$ cat src/rtl/tiny_alu.sv
// Tiny16-encoded ALU widened to WIDTH bits, with registered C/Z/N/V flags and optional iterative MUL/DIV.
// Single-cycle ops complete on the accept edge; MUL/DIV take WIDTH busy cycles with in_ready low until done.
module tiny_alu #(
  parameter int WIDTH   = 16,
  parameter int MUL_DIV = 1
) (
  input  logic             clk,
  input  logic             nreset,
  input  logic             in_valid,
  output logic             in_ready,
  input  logic [4:0]       op,
  input  logic [WIDTH-1:0] a,
  input  logic [WIDTH-1:0] b,
  output logic [WIDTH-1:0] acc,
  output logic [WIDTH-1:0] acc_hi,
  output logic             c,
  output logic             z,
  output logic             n,
  output logic             v,
  output logic             done,
  output logic             illegal
);

  localparam int CW = $clog2(WIDTH);
  localparam logic [WIDTH:0] ONE = (WIDTH+1)'(1);

  // The final MUL/DIV iteration writes results directly, so in_ready rises with done.
  typedef enum logic [1:0] {IDLE, MUL, DIV} state_e;

  state_e           state_q;
  logic [CW-1:0]    cnt_q;
  logic [WIDTH-1:0] acc_q, hi_q, wk_hi_q, wk_lo_q, opnd_q;
  logic             c_q, z_q, n_q, v_q, done_q, ill_q;

  logic [WIDTH:0]   sum_d, cin_d;
  logic [WIDTH-1:0] res_d;
  logic             c_d, v_d, wr_acc_d, wr_c_d, wr_v_d, wr_zn_d;
  logic             legal_d, mul_d, div_d, div0_d;

  logic [WIDTH:0]   mul_sum, rem_sh;
  logic [WIDTH-1:0] mul_hi, mul_lo, rem_sub, div_hi, div_lo;
  logic             fits, last;

  assign cin_d = {{WIDTH{1'b0}}, c_q & op[0]};

  always_comb begin
    sum_d    = '0;
    res_d    = '0;
    c_d      = c_q;
    v_d      = 1'b0;
    wr_acc_d = 1'b1;
    wr_c_d   = 1'b0;
    wr_v_d   = 1'b1;
    wr_zn_d  = 1'b1;
    legal_d  = 1'b1;
    mul_d    = 1'b0;
    div_d    = 1'b0;
    div0_d   = 1'b0;
    case (op)
      5'd0:  res_d = '0;
      5'd1:  res_d = '1;
      5'd2: begin
        sum_d = {1'b0, a} + ONE;
        res_d = sum_d[WIDTH-1:0];
        v_d   = ~a[WIDTH-1] & res_d[WIDTH-1];
      end
      5'd3: begin
        sum_d = {1'b0, a} - ONE;
        res_d = sum_d[WIDTH-1:0];
        v_d   = a[WIDTH-1] & ~res_d[WIDTH-1];
      end
      5'd4:  res_d = ~a;
      5'd5: begin
        sum_d = '0 - {1'b0, a};
        res_d = sum_d[WIDTH-1:0];
        v_d   = a[WIDTH-1] & res_d[WIDTH-1];
      end
      5'd6:  begin res_d = {a[WIDTH-2:0], 1'b0}; c_d = a[WIDTH-1]; wr_c_d = 1'b1; end
      5'd7:  begin res_d = {1'b0, a[WIDTH-1:1]}; c_d = a[0];       wr_c_d = 1'b1; end
      5'd8:  begin res_d = {a[WIDTH-2:0], c_q};  c_d = a[WIDTH-1]; wr_c_d = 1'b1; end
      5'd9:  begin res_d = {c_q, a[WIDTH-1:1]};  c_d = a[0];       wr_c_d = 1'b1; end
      5'd10, 5'd11: begin
        c_d      = op[0];
        wr_c_d   = 1'b1;
        wr_acc_d = 1'b0;
        wr_v_d   = 1'b0;
        wr_zn_d  = 1'b0;
      end
      5'd12: begin
        if (MUL_DIV != 0) mul_d = 1'b1;
        else              legal_d = 1'b0;
      end
      5'd13: begin
        if (MUL_DIV == 0) legal_d = 1'b0;
        else if (b == '0) begin
          div0_d = 1'b1;
          res_d  = '1;
          c_d    = 1'b0;
          wr_c_d = 1'b1;
          v_d    = 1'b1;
        end else div_d = 1'b1;
      end
      5'd16: res_d = b;
      5'd17, 5'd18: begin
        sum_d  = {1'b0, a} + {1'b0, b} + cin_d;
        res_d  = sum_d[WIDTH-1:0];
        c_d    = sum_d[WIDTH];
        wr_c_d = 1'b1;
        v_d    = (a[WIDTH-1] == b[WIDTH-1]) & (res_d[WIDTH-1] != a[WIDTH-1]);
      end
      5'd19, 5'd20, 5'd30: begin
        sum_d    = {1'b0, a} - {1'b0, b} - cin_d;
        res_d    = sum_d[WIDTH-1:0];
        c_d      = sum_d[WIDTH];
        wr_c_d   = 1'b1;
        wr_acc_d = (op != 5'd30);
        v_d      = (a[WIDTH-1] != b[WIDTH-1]) & (res_d[WIDTH-1] != a[WIDTH-1]);
      end
      5'd21, 5'd31: begin res_d = a & b; wr_acc_d = (op != 5'd31); end
      5'd22: res_d = a | b;
      5'd23: res_d = a ^ b;
      default: legal_d = 1'b0;
    endcase
  end

  // Shift-add multiply: wk_lo holds the multiplier and fills with product low bits.
  assign mul_sum = {1'b0, wk_hi_q} + {1'b0, opnd_q & {WIDTH{wk_lo_q[0]}}};
  assign mul_hi  = mul_sum[WIDTH:1];
  assign mul_lo  = {mul_sum[0], wk_lo_q[WIDTH-1:1]};

  // Restoring divide: wk_hi is the partial remainder, wk_lo shifts dividend out and quotient in.
  assign rem_sh  = {wk_hi_q, wk_lo_q[WIDTH-1]};
  assign fits    = (rem_sh >= {1'b0, opnd_q});
  assign rem_sub = rem_sh[WIDTH-1:0] - opnd_q;
  assign div_hi  = fits ? rem_sub : rem_sh[WIDTH-1:0];
  assign div_lo  = {wk_lo_q[WIDTH-2:0], fits};

  assign last = (cnt_q == CW'(WIDTH-1));

  always_ff @(posedge clk or negedge nreset) begin
    if (!nreset) begin
      state_q <= IDLE;
      cnt_q   <= '0;
      acc_q   <= '0;
      hi_q    <= '0;
      wk_hi_q <= '0;
      wk_lo_q <= '0;
      opnd_q  <= '0;
      c_q     <= 1'b0;
      z_q     <= 1'b0;
      n_q     <= 1'b0;
      v_q     <= 1'b0;
      done_q  <= 1'b0;
      ill_q   <= 1'b0;
    end else begin
      done_q <= 1'b0;
      ill_q  <= 1'b0;
      case (state_q)
        IDLE: if (in_valid) begin
          if (!legal_d) begin
            done_q <= 1'b1;
            ill_q  <= 1'b1;
          end else if (mul_d) begin
            wk_hi_q <= '0;
            wk_lo_q <= b;
            opnd_q  <= a;
            cnt_q   <= '0;
            state_q <= MUL;
          end else if (div_d) begin
            wk_hi_q <= '0;
            wk_lo_q <= a;
            opnd_q  <= b;
            cnt_q   <= '0;
            state_q <= DIV;
          end else begin
            done_q <= 1'b1;
            if (wr_acc_d) acc_q <= res_d;
            if (div0_d)   hi_q  <= a;
            if (wr_c_d)   c_q   <= c_d;
            if (wr_v_d)   v_q   <= v_d;
            if (wr_zn_d) begin
              z_q <= (res_d == '0);
              n_q <= res_d[WIDTH-1];
            end
          end
        end
        MUL: begin
          wk_hi_q <= mul_hi;
          wk_lo_q <= mul_lo;
          cnt_q   <= cnt_q + CW'(1);
          if (last) begin
            acc_q   <= mul_lo;
            hi_q    <= mul_hi;
            c_q     <= |mul_hi;
            z_q     <= ~|{mul_hi, mul_lo};
            n_q     <= mul_lo[WIDTH-1];
            v_q     <= 1'b0;
            done_q  <= 1'b1;
            cnt_q   <= '0;
            state_q <= IDLE;
          end
        end
        DIV: begin
          wk_hi_q <= div_hi;
          wk_lo_q <= div_lo;
          cnt_q   <= cnt_q + CW'(1);
          if (last) begin
            acc_q   <= div_lo;
            hi_q    <= div_hi;
            c_q     <= 1'b0;
            z_q     <= (div_lo == '0);
            n_q     <= div_lo[WIDTH-1];
            v_q     <= 1'b0;
            done_q  <= 1'b1;
            cnt_q   <= '0;
            state_q <= IDLE;
          end
        end
        default: state_q <= IDLE;
      endcase
    end
  end

  assign in_ready = (state_q == IDLE);
  assign acc      = acc_q;
  assign acc_hi   = hi_q;
  assign c        = c_q;
  assign z        = z_q;
  assign n        = n_q;
  assign v        = v_q;
  assign done     = done_q;
  assign illegal  = ill_q;

endmodule
$ cat config.mk
export PLATFORM = sky130hd
export DESIGN_NAME = tiny_alu
export DESIGN_NICKNAME = d
export VERILOG_FILES = /design/src/rtl/tiny_alu.sv
export SDC_FILE = /design/constraint.sdc
export NUM_CORES = 1
export LEC_CHECK = 0
export CORE_MARGIN = 5
export CORE_UTILIZATION = 60
export DETAILED_ROUTE_END_ITERATION = 7
export DONT_BUFFER_PORTS = 1
export GPL_TIMING_DRIVEN = 0
export PLACE_DENSITY = 0.83
export SYNTH_ARGS = -nofsm -noshare
export SYNTH_HDL_FRONTEND = slang
export SYNTH_SLANG_ARGS = --single-unit
export TNS_END_PERCENT = 10
$ cat constraint.sdc
create_clock -name clk -period 8.2 [get_ports clk]
set_input_delay 0.82 -clock clk [delete_from_list [all_inputs] [get_ports clk]]
set_output_delay 0.82 -clock clk [all_outputs]
set_load 0.01 [all_outputs]
Yosys cells after proc, flatten, opt, wreduce, memory -nomap -nowiden
Cells that the tools add are included.
{"block": "word_totals", "inputBits": 40, "word_cells": 205, "reg_bits": 92, "output_inout_bits": 39}
{"block": "op_classes", "n_mux": 93, "eq_ne": 46, "n_bitwise": 13, "n_reduce_logical": 29, "n_lt_le_gt_ge": 1, "add_sub_neg": 10}
{"op": "$mux 16", "n": 26}
{"op": "$pmux 16 s16", "n": 1}
{"op": "$pmux 16 s3", "n": 4}
{"op": "$eq 5x5->1 const B", "n": 10}
{"op": "$logic_not 16->1", "n": 3}
{"op": "$mux 1", "n": 41}
{"op": "$add 16x16->17", "n": 2}
{"op": "$and 16x16->16", "n": 2}
{"op": "$reduce_or 32->1", "n": 1}
{"op": "$eq 5x4->1 const B", "n": 6}
{"op": "$reduce_and 8->1", "n": 3}
{"op": "$reduce_or 24->1", "n": 1}
{"op": "$eq 5x3->1 const B", "n": 4}
{"op": "$mux 4", "n": 5}
{"op": "$add 17x1->17", "n": 1}
{"op": "$ge 17x16->1", "n": 1}
{"op": "$sub 16x16->17", "n": 1}
{"op": "$sub 17x1->17", "n": 1}
{"op": "$add 16x1->16 const B", "n": 1}
{"op": "$not 16->16", "n": 1}
{"op": "$or 16x16->16", "n": 1}
{"op": "$reduce_and 4->1", "n": 4}
{"op": "$reduce_or 16->1", "n": 1}
{"op": "$sub 1x16->16 const A", "n": 1}
{"op": "other kinds (35)", "n": 70}

Logic depth before layout (Yosys ltp)
Gate-level depths: netlist (run 1).
{"block": "depth", "depth_word": 11, "depth_mapped": 18, "mapped_depth_nobuf": 15}

Least setup slack after synthesis (run 1)
OpenSTA, ideal clock, no wires.
{"block": "synth_timing", "path_type": "in2reg", "from": "input port op[0]", "to": "register z_q (netlist: z)", "n_path_buf": 3, "path_slack_ps": 3798, "path_stages": 16, "arrival_time_ps": 4333, "path_cell_list": "buf_2 buf_1 clkbuf_1 nand2_1 fa_1 fa_1 o21ai_0 a22oi_1 xnor2_1 o22ai_1 or4_1 nor4_1 nand4_1 nor4_1 nand4b_1 nand3b_1"}
{"block": "synth_via", "elab_chain_cells": 10}
{"item": "from (decl)", "line_no": "11", "source": "input logic [4:0] op,"}
{"item": "$and 1x1->1 (tied with other cells)", "line_no": "44", "source": "assign cin_d = {{WIDTH{1'b0}}, c_q & op[0]};"}
{"item": "$sub 17x1->17 (tied with other cells)", "line_no": "112", "source": "sum_d = {1'b0, a} - {1'b0, b} - cin_d;"}
{"item": "$pmux 16 s16", "line_no": "59", "source": "case (op)"}
{"item": "$logic_not 16->1", "line_no": "182", "source": "z_q <= (res_d == '0);"}
{"item": "$mux 1", "line_no": "181", "source": "if (wr_zn_d) begin"}
{"item": "$mux 1", "line_no": "169", "source": "end else if (div_d) begin"}
{"item": "$mux 1", "line_no": "163", "source": "end else if (mul_d) begin"}
{"item": "$mux 1", "line_no": "160", "source": "if (!legal_d) begin"}
{"item": "$mux 1", "line_no": "159", "source": "IDLE: if (in_valid) begin"}
{"item": "$pmux 1 s3", "line_no": "158", "source": "case (state_q)"}
{"item": "to (signal assigned)", "line_no": "182"}
{"item": "to (signal assigned)", "line_no": "195", "source": "z_q <= ~|{mul_hi, mul_lo};"}
{"item": "to (signal assigned)", "line_no": "211", "source": "z_q <= (div_lo == '0);"}
{"item": "to (decl)", "line_no": "33", "source": "logic c_q, z_q, n_q, v_q, done_q, ill_q;"}
Several ways; a longest one is shown, not always the timed one. The select of a mux whose other input is x is not followed.
A chain may end at the register's enable or synchronous reset.

Worst setup path in the final report (run 1)
Same ends and word-level chain as after synthesis.

==> out/results.txt, run 1 <==
The flow ran to the end, but the final reports show violations. The checks that failed: design-rule violations. Detailed placement finished with a half-perimeter wire length of 33,100 µm. In this run the register-to-register setup slack is 3040 ps.

Of the cells placed in the final design, the portion with a size suffix greater than 1 is 3.68%. After routing, the total negative slack on setup checks comes to 0 ps. Initial core utilization: 60.5%.

Type of origin of the critical path: an input port. For the pin with the worst max-slew slack, the measured transition is 1280 ps. At the end of routability-driven placement, the weighted congestion stood at 1.07. STA puts the critical path data required time at 8480 ps. Counting the fill cells in the layout gives 1,610. The cell total after placement came out at 1,652. After the flow finishes, the layout carries non-filler instances totaling 1,668. In this run the tightest slew margin relative to its limit is 14.0%. In the global route stage, overall resource usage came out at 40.9%. The final critical delay including setup and external delays is 5730 ps, and the area growth from synthesis to final layout is 5.74%. For the number of slew-limit violations in the final report, the log shows 0. The number of post-CTS setup repair buffers came out at 0.

The class of the worst hold path is in2async. Row generation in the floorplan step produced 49 rows. The number of different library cells used by synthesis comes to 76. The clock passes through at most 2 buffers. For the worst hold margin, the log shows 152 ps. Clock-pin slew was measured on the worst setup and hold paths at 80 ps.

The run gives 0 as the final count of negative-setup-slack endpoints. Yosys printed 0 warnings. The run gives 0 as the remaining antenna violation count. Leaving out fill and tap cells, the most frequent cell in the layout is nand2_1.

The final critical path takes up 69.9% of the cycle. Counting every net in the synthesized netlist gives 1,570. TritonCTS built the clock tree. At the worst endpoint, the arrival time is 6010 ps. For this design the static power due to leakage is 4.89 nW. Across the run, the number of max-cap violations was 0. Entering global routing, the biggest net connects 93 pins.

The count of buffers added on input and output ports is 0. The cell area that synthesis handed to floorplanning was 0.0108 mm². A synthesized cell averages 7.59 µm².

In this run the power density over the cells is 246 mW/mm². For this design the top-level I/O count stands at 79. Setup repair after global routing left no endpoint under its margin.

The depth of the CTS H-tree came out at 3. In the routed layout, each cell is associated on average with a via count of 7.04. In the layout the commonest cells are 142 x nand2_1, 119 x o21ai_0, 116 x nor2_1. The count of final hold-check violations is 0. STA classifies the critical path endpoint as a flip-flop. Of all nets on the critical path, the largest fanout is 10. The first-iteration detailed-routing DRC count is 1,403.

Once the clock tree was built, the resizer swapped 0 gates to a different size. The share of async-settable or async-resettable flops after synthesis works out to 100%. The worst setup path is of the in2reg kind. The run gives 9 as the number of buffers created by CTS. The tools report the worst supply voltage drop on vdd as 0.000237 V. The run gives 1,582 as the number of nets in the layout. Counting every instance in the synthesized netlist gives 1,422. The number of global-route vias before repair was 11,300; the number of iterations in the first detailed-routing pass was 8. The synthesis-stage register bit count is 92, and the full die area is 0.0208 mm². Global routing finished with a remaining overflow of 0. The clock drives 92 sinks.

The total DRC errors in the routed layout is 6, and the standard cell core area is 0.0178 mm². The final route contains 11,700 vias. The per-cell routed wire length came out at 25.8 µm.

The clock skew after layout was 12.5 ps. Among all flip-flop cells after synthesis, the most frequent one is dfrtp_1. The die is 144 µm tall. The share of the yosys chip area belonging to registers came out at 21.3%.

The run gives 0 as the count of inserted antenna diode cells. The number of hold buffers added after CTS was 0. The reg-to-reg startpoint is wk_lo_q[0]$_DFFE_PN0P_. In this run the horizontal extent of the chip is 144 µm. The first global-routing pass estimated 64,800 µm of wire. Measured in cells, the most critical reg-to-reg path has a length of 14.

The root buffer cell chosen for the clock tree is clkbuf_16. The tools report the clock latency on the worst-skew pair as 360 ps. The number of antenna violations at the first check in global routing is 1. In this run the critical register-to-register path is captured at c$_DFFE_PN0P_.

Derived from the worst setup path, the maximum achievable clock frequency is 175 MHz. Yosys mapped a number of flops with a built-in enable equal to 0. Wires add up to 43,000 µm.
## layer usage
| metal | share of wire, % | GRT usage, % | wire (µm) | vias to the layer above |
|---|---|---|---|---|
| met3 | 11 | 10.8 | 4850 | 255 |
| li1 | - | - | - | 5228 |
| met1 | 36 | 47.8 | 15500 | 5427 |
| met5 | 0 | 0 | 0 | - |
| met2 | 44 | 65.3 | 19100 | 838 |
| met4 | 8.3 | 28.5 | 3580 | 0 |
## critical path: stages
cell,delay [ps]
buf_2,200
buf_1,440
clkbuf_1,510
nand2_1,220
fa_1,460
fa_1,450
o21ai_0,310
a22oi_1,250
a31oi_1,270
xor2_1,170
nor2_1,60
a2111oi_0,980
nand4_1,170
nor4_1,410
nand4b_1,180
nand3b_1,130
## Yosys cell counts, types with 21 or more instances
cell	number	area, µm²
nand2_1	142	533
nor4_1	23	144
clkbuf_1	76	285
a31oi_1	22	138
nor2_1	116	435
inv_1	83	312
nand4_1	22	138
and2_1	25	156
mux2i_1	46	460
nand3_1	31	155
dfrtp_1	92	2300
ha_1	102	1280
a21oi_1	94	470
a211oi_1	21	158
o21ai_0	119	596
nor3_1	33	165
xnor2_1	48	420
xor2_1	21	184
## registers in the layout, indices dropped and copies added, names as in the netlist, 2 cells and up
signal	cells
wk_lo_q	16
cnt_q	4
acc_hi	16
wk_hi_q	16
opnd_q	16
acc	16
state_q	2
## cell type report
| type | count | area (µm²) | share of cell area, % |
|---|---|---|---|
| buffer | 93 | 365 | 3.20 |
| clock buffer | 10 | 239 | 2.09 |
| clock inverter | 6 | 75.1 | 0.657 |
| inverter | 85 | 319 | 2.79 |
| multi-input combinational | 1152 | 7820 | 68.5 |
| sequential | 92 | 2300 | 20.2 |
| tap | 229 | 287 | 2.51 |
| timing repair buffer | 1 | 7.51 | 0.0657 |
## cells by family after synthesis
group           synth area share, %
compound gates                 26.0
simple gates                   22.5
buf+inv                        6.34
mux                            5.41
xor+xnor                       5.60
fa+ha+maj                      12.9
flops                          21.3
## worst max-delay path by stage
| stage | end | from | depth (start not counted) | slack (ps) |
|---|---|---|---|---|
| 6_report | z$_DFFE_PN0P_ | op[0] | 16 | 2470 |
| 4_1_cts | z$_DFFE_PN0P_ | op[0] | 16 | 2860 |
| 3_3_place_gp | z$_DFFE_PN0P_ | op[0] | 16 | 2540 |
| 3_5_place_dp | z$_DFFE_PN0P_ | op[0] | 18 | 2530 |
| 2_1_floorplan | z$_DFFE_PN0P_ | op[0] | 16 | 3800 |
| 5_1_grt | z$_DFFE_PN0P_ | op[0] | 18 | 2470 |
## where the power goes
group / leakage (nW) / total, mW / switching, mW / internal [mW]
sequential: 1.15 / 0.852 / 0.222 / 0.629
combinational: 3.58 / 1.51 / 0.949 / 0.558
clock: 0.152 / 0.448 / 0.198 / 0.250
total: 4.89 / 2.81 / 1.37 / 1.44
## through the flow
step           power [mW]  cell area (µm²)  setup slack, ps  utilization (%)
2_1_floorplan        1.87            10800             3800                -
3_3_place_gp         2.28            11100             2540             62.1
3_5_place_dp         2.31            11100             2530             62.2
4_1_cts              2.76            11400             2860             64.0
5_1_grt              2.98            11400             2470             64.0
6_report             2.81            11400             2470             64.0
Power figures use the tool's default switching activity.
==> inputs of run 2 (changes only) <==
clock period = 5.9 ns   (was 8.2 ns; I/O delays follow)
==> run 2 against run 1 <==
Against the previous run: the flow now finishes without violations; final area is 0.24% higher; worst hold slack worse by 11 ps; critical path depth grew 2; clock skew about the same; largest cell class unchanged; critical endpoint unchanged; power grew 40%; setup slack worse by 2000 ps.
==> out/results.txt, run 2 (synthesis gave the netlist of run 1 again) <==
The run finished with clean final reports. The total detailed-routing wirelength was 42,900 µm (-0.15%). The run gives 0 (unchanged) as the number of max-cap violations. The count of standard-cell rows is 49 (unchanged).

The logs give 64.2% (+0.15 points) for the fraction of the core area covered by cells at the end of the flow and 780 ps (-2260 ps) for the setup slack on the worst flop-to-flop path. The logs give 0.000330 V (+39%) for the worst supply voltage drop on vdd and 0 (unchanged) for the final count of negative-setup-slack endpoints. In this run the worst setup path terminates at z$_DFFE_PN0P_. Count of buffers from port buffering: 0 (unchanged).

The number of iterations in the first detailed-routing pass is 6 (-2). The pin slew with the least headroom to its limit works out to 1330 ps (+53.8 ps). Count of final hold-check violations: 0 (unchanged). The logs give 93 (unchanged) for the pin count of the biggest net entering global routing and 461 ps (-2010 ps) for the worst path setup slack after routing. The power dissipated by switching net loads was 1.92 mW (+40%). The length in cells of the worst reg-to-reg path was 14 (unchanged). The remaining antenna violation count came out at 0 (unchanged). The startpoint identified for the worst register-to-register timing path is wk_lo_q[0]$_DFFE_PN0P_. The total DRC errors in the routed layout came out at 0 (-6).

The run gives 3 (unchanged) as the depth of the CTS H-tree. The worst slew slack as a fraction of its limit was 10.4% (-3.6 points). For the total leakage power, the log shows 4.90 nW (+0.26%). The standard cell core area is 0.0178 mm² (unchanged). The final critical path takes up 92.2% of the cycle.

Data required time at the worst endpoint: 6180 ps (-2300 ps). The category of the critical setup timing path is in2reg. The run gives 0 (unchanged) as the number of slew-limit violations in the final report.

For the detailed-placement wirelength estimate, the log shows 33,100 µm (unchanged). The tools report the arrival time of data at the critical path endpoint as 5720 ps (-290 ps). The worst hold margin was 141 ps (-10.8 ps); the number of top-level pins was 79 (unchanged). Overall fraction of global-route tracks in use: 40.8% (about the same). The register clock-pin slew on the reported worst setup and hold paths is 70 ps (about the same), and the per-cell routed wire length is 25.7 µm (-0.21%).

Number of sinks on the clock net: 92 (unchanged). For the final weighted congestion of routability-driven global placement, the log shows 1.07 (unchanged). The top cell types in the final layout, fill and taps aside, are 142 x nand2_1, 119 x o21ai_0, 116 x nor2_1. The proportion of total power due to net switching came out at 48.9% (+0.14 points).

Number of nets in the layout: 1,583 (+0.063%). The number of global-route vias before repair was 11,300 (+0.20%); the sequential share of power was 30.2% (about the same). The run gives 184 MHz as the peak clock frequency supported by timing. The clock network fraction of design power was 16.0% (about the same). The logic gate share of total power is 53.8% (about the same).

STA classifies the critical path endpoint as a flip-flop. The first-iteration detailed-routing DRC count is 1,522 (+8.5%), and the worst-path maximum fanout is 10 (unchanged). The count of inserted antenna diode cells is 0 (unchanged), and the number of buffers created by CTS is 9 (unchanged). TritonCTS built the clock tree. The run gives 11,800 (+0.38%) as the detailed-route via count. The tools report the placed standard-cell area as 0.0111 mm² (unchanged).

The die outline width is 144 µm (unchanged). The endpoint of the lowest-slack register-to-register path was c$_DFFE_PN0P_. The fraction of final layout cells sized beyond drive strength 1 is 3.75% (+0.067 points).

The min-delay analysis places its worst path in the category in2async. The met1 wire length is 15,300 µm (-1.1%), and the power density of the placed cells is 342 mW/mm² (+39%). Leaving out fill and tap cells, the most frequent cell in the layout is nand2_1. The final critical delay including setup and external delays is 5440 ps, and the setup slack after placement is 458 ps (-2070 ps). The cell at the root of the clock tree was clkbuf_16. Setup repair after global routing left no endpoint under its margin. The number of vias per cell is 7.07 (+0.32%), and the final design area excluding fillers is 0.0114 mm² (+0.24%). Startpoint of the worst setup timing path: op[0]. The worst-case clock buffer depth is 2 (unchanged). The logs give 0 ps (unchanged) for the final total negative setup slack and 1 (unchanged) for the number of antenna violations at the first check in global routing.

The tools report the overflow left after global routing as 0 (unchanged). The topmost layer with routed signal wires was met4. The internal power was 2.00 mW (+39%); the height of the die was 144 µm (unchanged). The initial core utilization was 60.5% (unchanged); the met3 wire length was 4930 µm (+1.8%). Clock skew after layout: 12.5 ps (-0.0561 ps).

The run gives 350 ps (about the same) as the clock latency on the worst-skew pair. The run gives 0.0208 mm² (unchanged) as the full die area. The run gives 0 (unchanged) as the number of post-CTS setup repair buffers.

The run gives 19,200 µm (+0.54%) as the amount of wire on met2 after detailed routing. The area growth from synthesis to final layout was 5.99%. The type of origin of the critical path is an input port. The tools report the first-pass GRT wire length as 64,800 µm (about the same).
==> run 2: changes by cell type in the layout (fill, tap and decap cells not counted) <==
| cell | change |
|---|---|
| buf_16 | +1 |
==> run 2: final cells by class <==
cell class / count / area, µm²
Fill cell: 1608 / 6390
Buffer: 93 / 365
Sequential cell: 92 / 2300
Inverter: 85 / 319
Clock buffer: 10 / 239
Clock inverter: 6 / 75.1
Tap cell: 229 / 287
Multi-Input combinational cell: 1152 / 7820
Timing Repair Buffer: 2 / 35.0
==> run 2: stage by stage <==
stage / power [mW] / instances
2_1_floorplan: 2.60 / 1422
3_3_place_gp: 3.17 / 1651
3_5_place_dp: 3.21 / 1652
4_1_cts: 3.85 / 1669
5_1_grt: 4.15 / 1669
6_report: 3.92 / 1669
==> run 2: worst min-delay path by stage <==
| stage | start | end | cells past startpoint |
|---|---|---|---|
| floorplan | nreset | acc[0]$_DFFE_PN0P_ | 0 |
| global placement | nreset | cnt_q[2]$_DFFE_PN0P_ | 0 |
| detailed placement | nreset | cnt_q[2]$_DFFE_PN0P_ | 0 |
| global route | nreset | cnt_q[2]$_DFFE_PN0P_ | 1 |
| finish | nreset | acc[4]$_DFFE_PN0P_ | 1 |
| CTS | nreset | acc[0]$_DFFE_PN0P_ | 1 |
==> run 2: power groups by stage <==
stage               clock, mW  combinational, mW  sequential [mW]
detailed placement          0               2.03             1.18
CTS                     0.618               2.06             1.18
finish                  0.625               2.11             1.18
global placement            0               1.99             1.18
global route            0.644               2.30             1.21
floorplan                   0               1.51             1.09
==> run 2: per-layer routing <==
| metal | track usage, % | vias to the layer above |
|---|---|---|
| met3 | 10.8 | 254 |
| met5 | 0 | - |
| met1 | 47.6 | 5483 |
| met4 | 28.6 | 0 |
| li1 | - | 5235 |
| met2 | 65.3 | 821 |
==> run 2: what timing repair did <==
item | 4_1_cts | 5_1_grt
hold buffers | 1 | 0
hold endpoints to repair | 92 | 0
resized for setup | 0 | 0
==> run 2: worst max-delay path, cell delays in order <==
cell and delay [ps]:
buf_2 190, buf_1 440, clkbuf_1 510, nand2_1 220, inv_1 120, fa_1 240
inv_1 70, fa_1 410, nor2b_1 240, o21ai_0 220, and2_1 260, o21ai_0 230
xor2_1 110, a2111oi_0 970, nand4_1 170, nor4_1 410, nand4b_1 190, nand3b_1 130
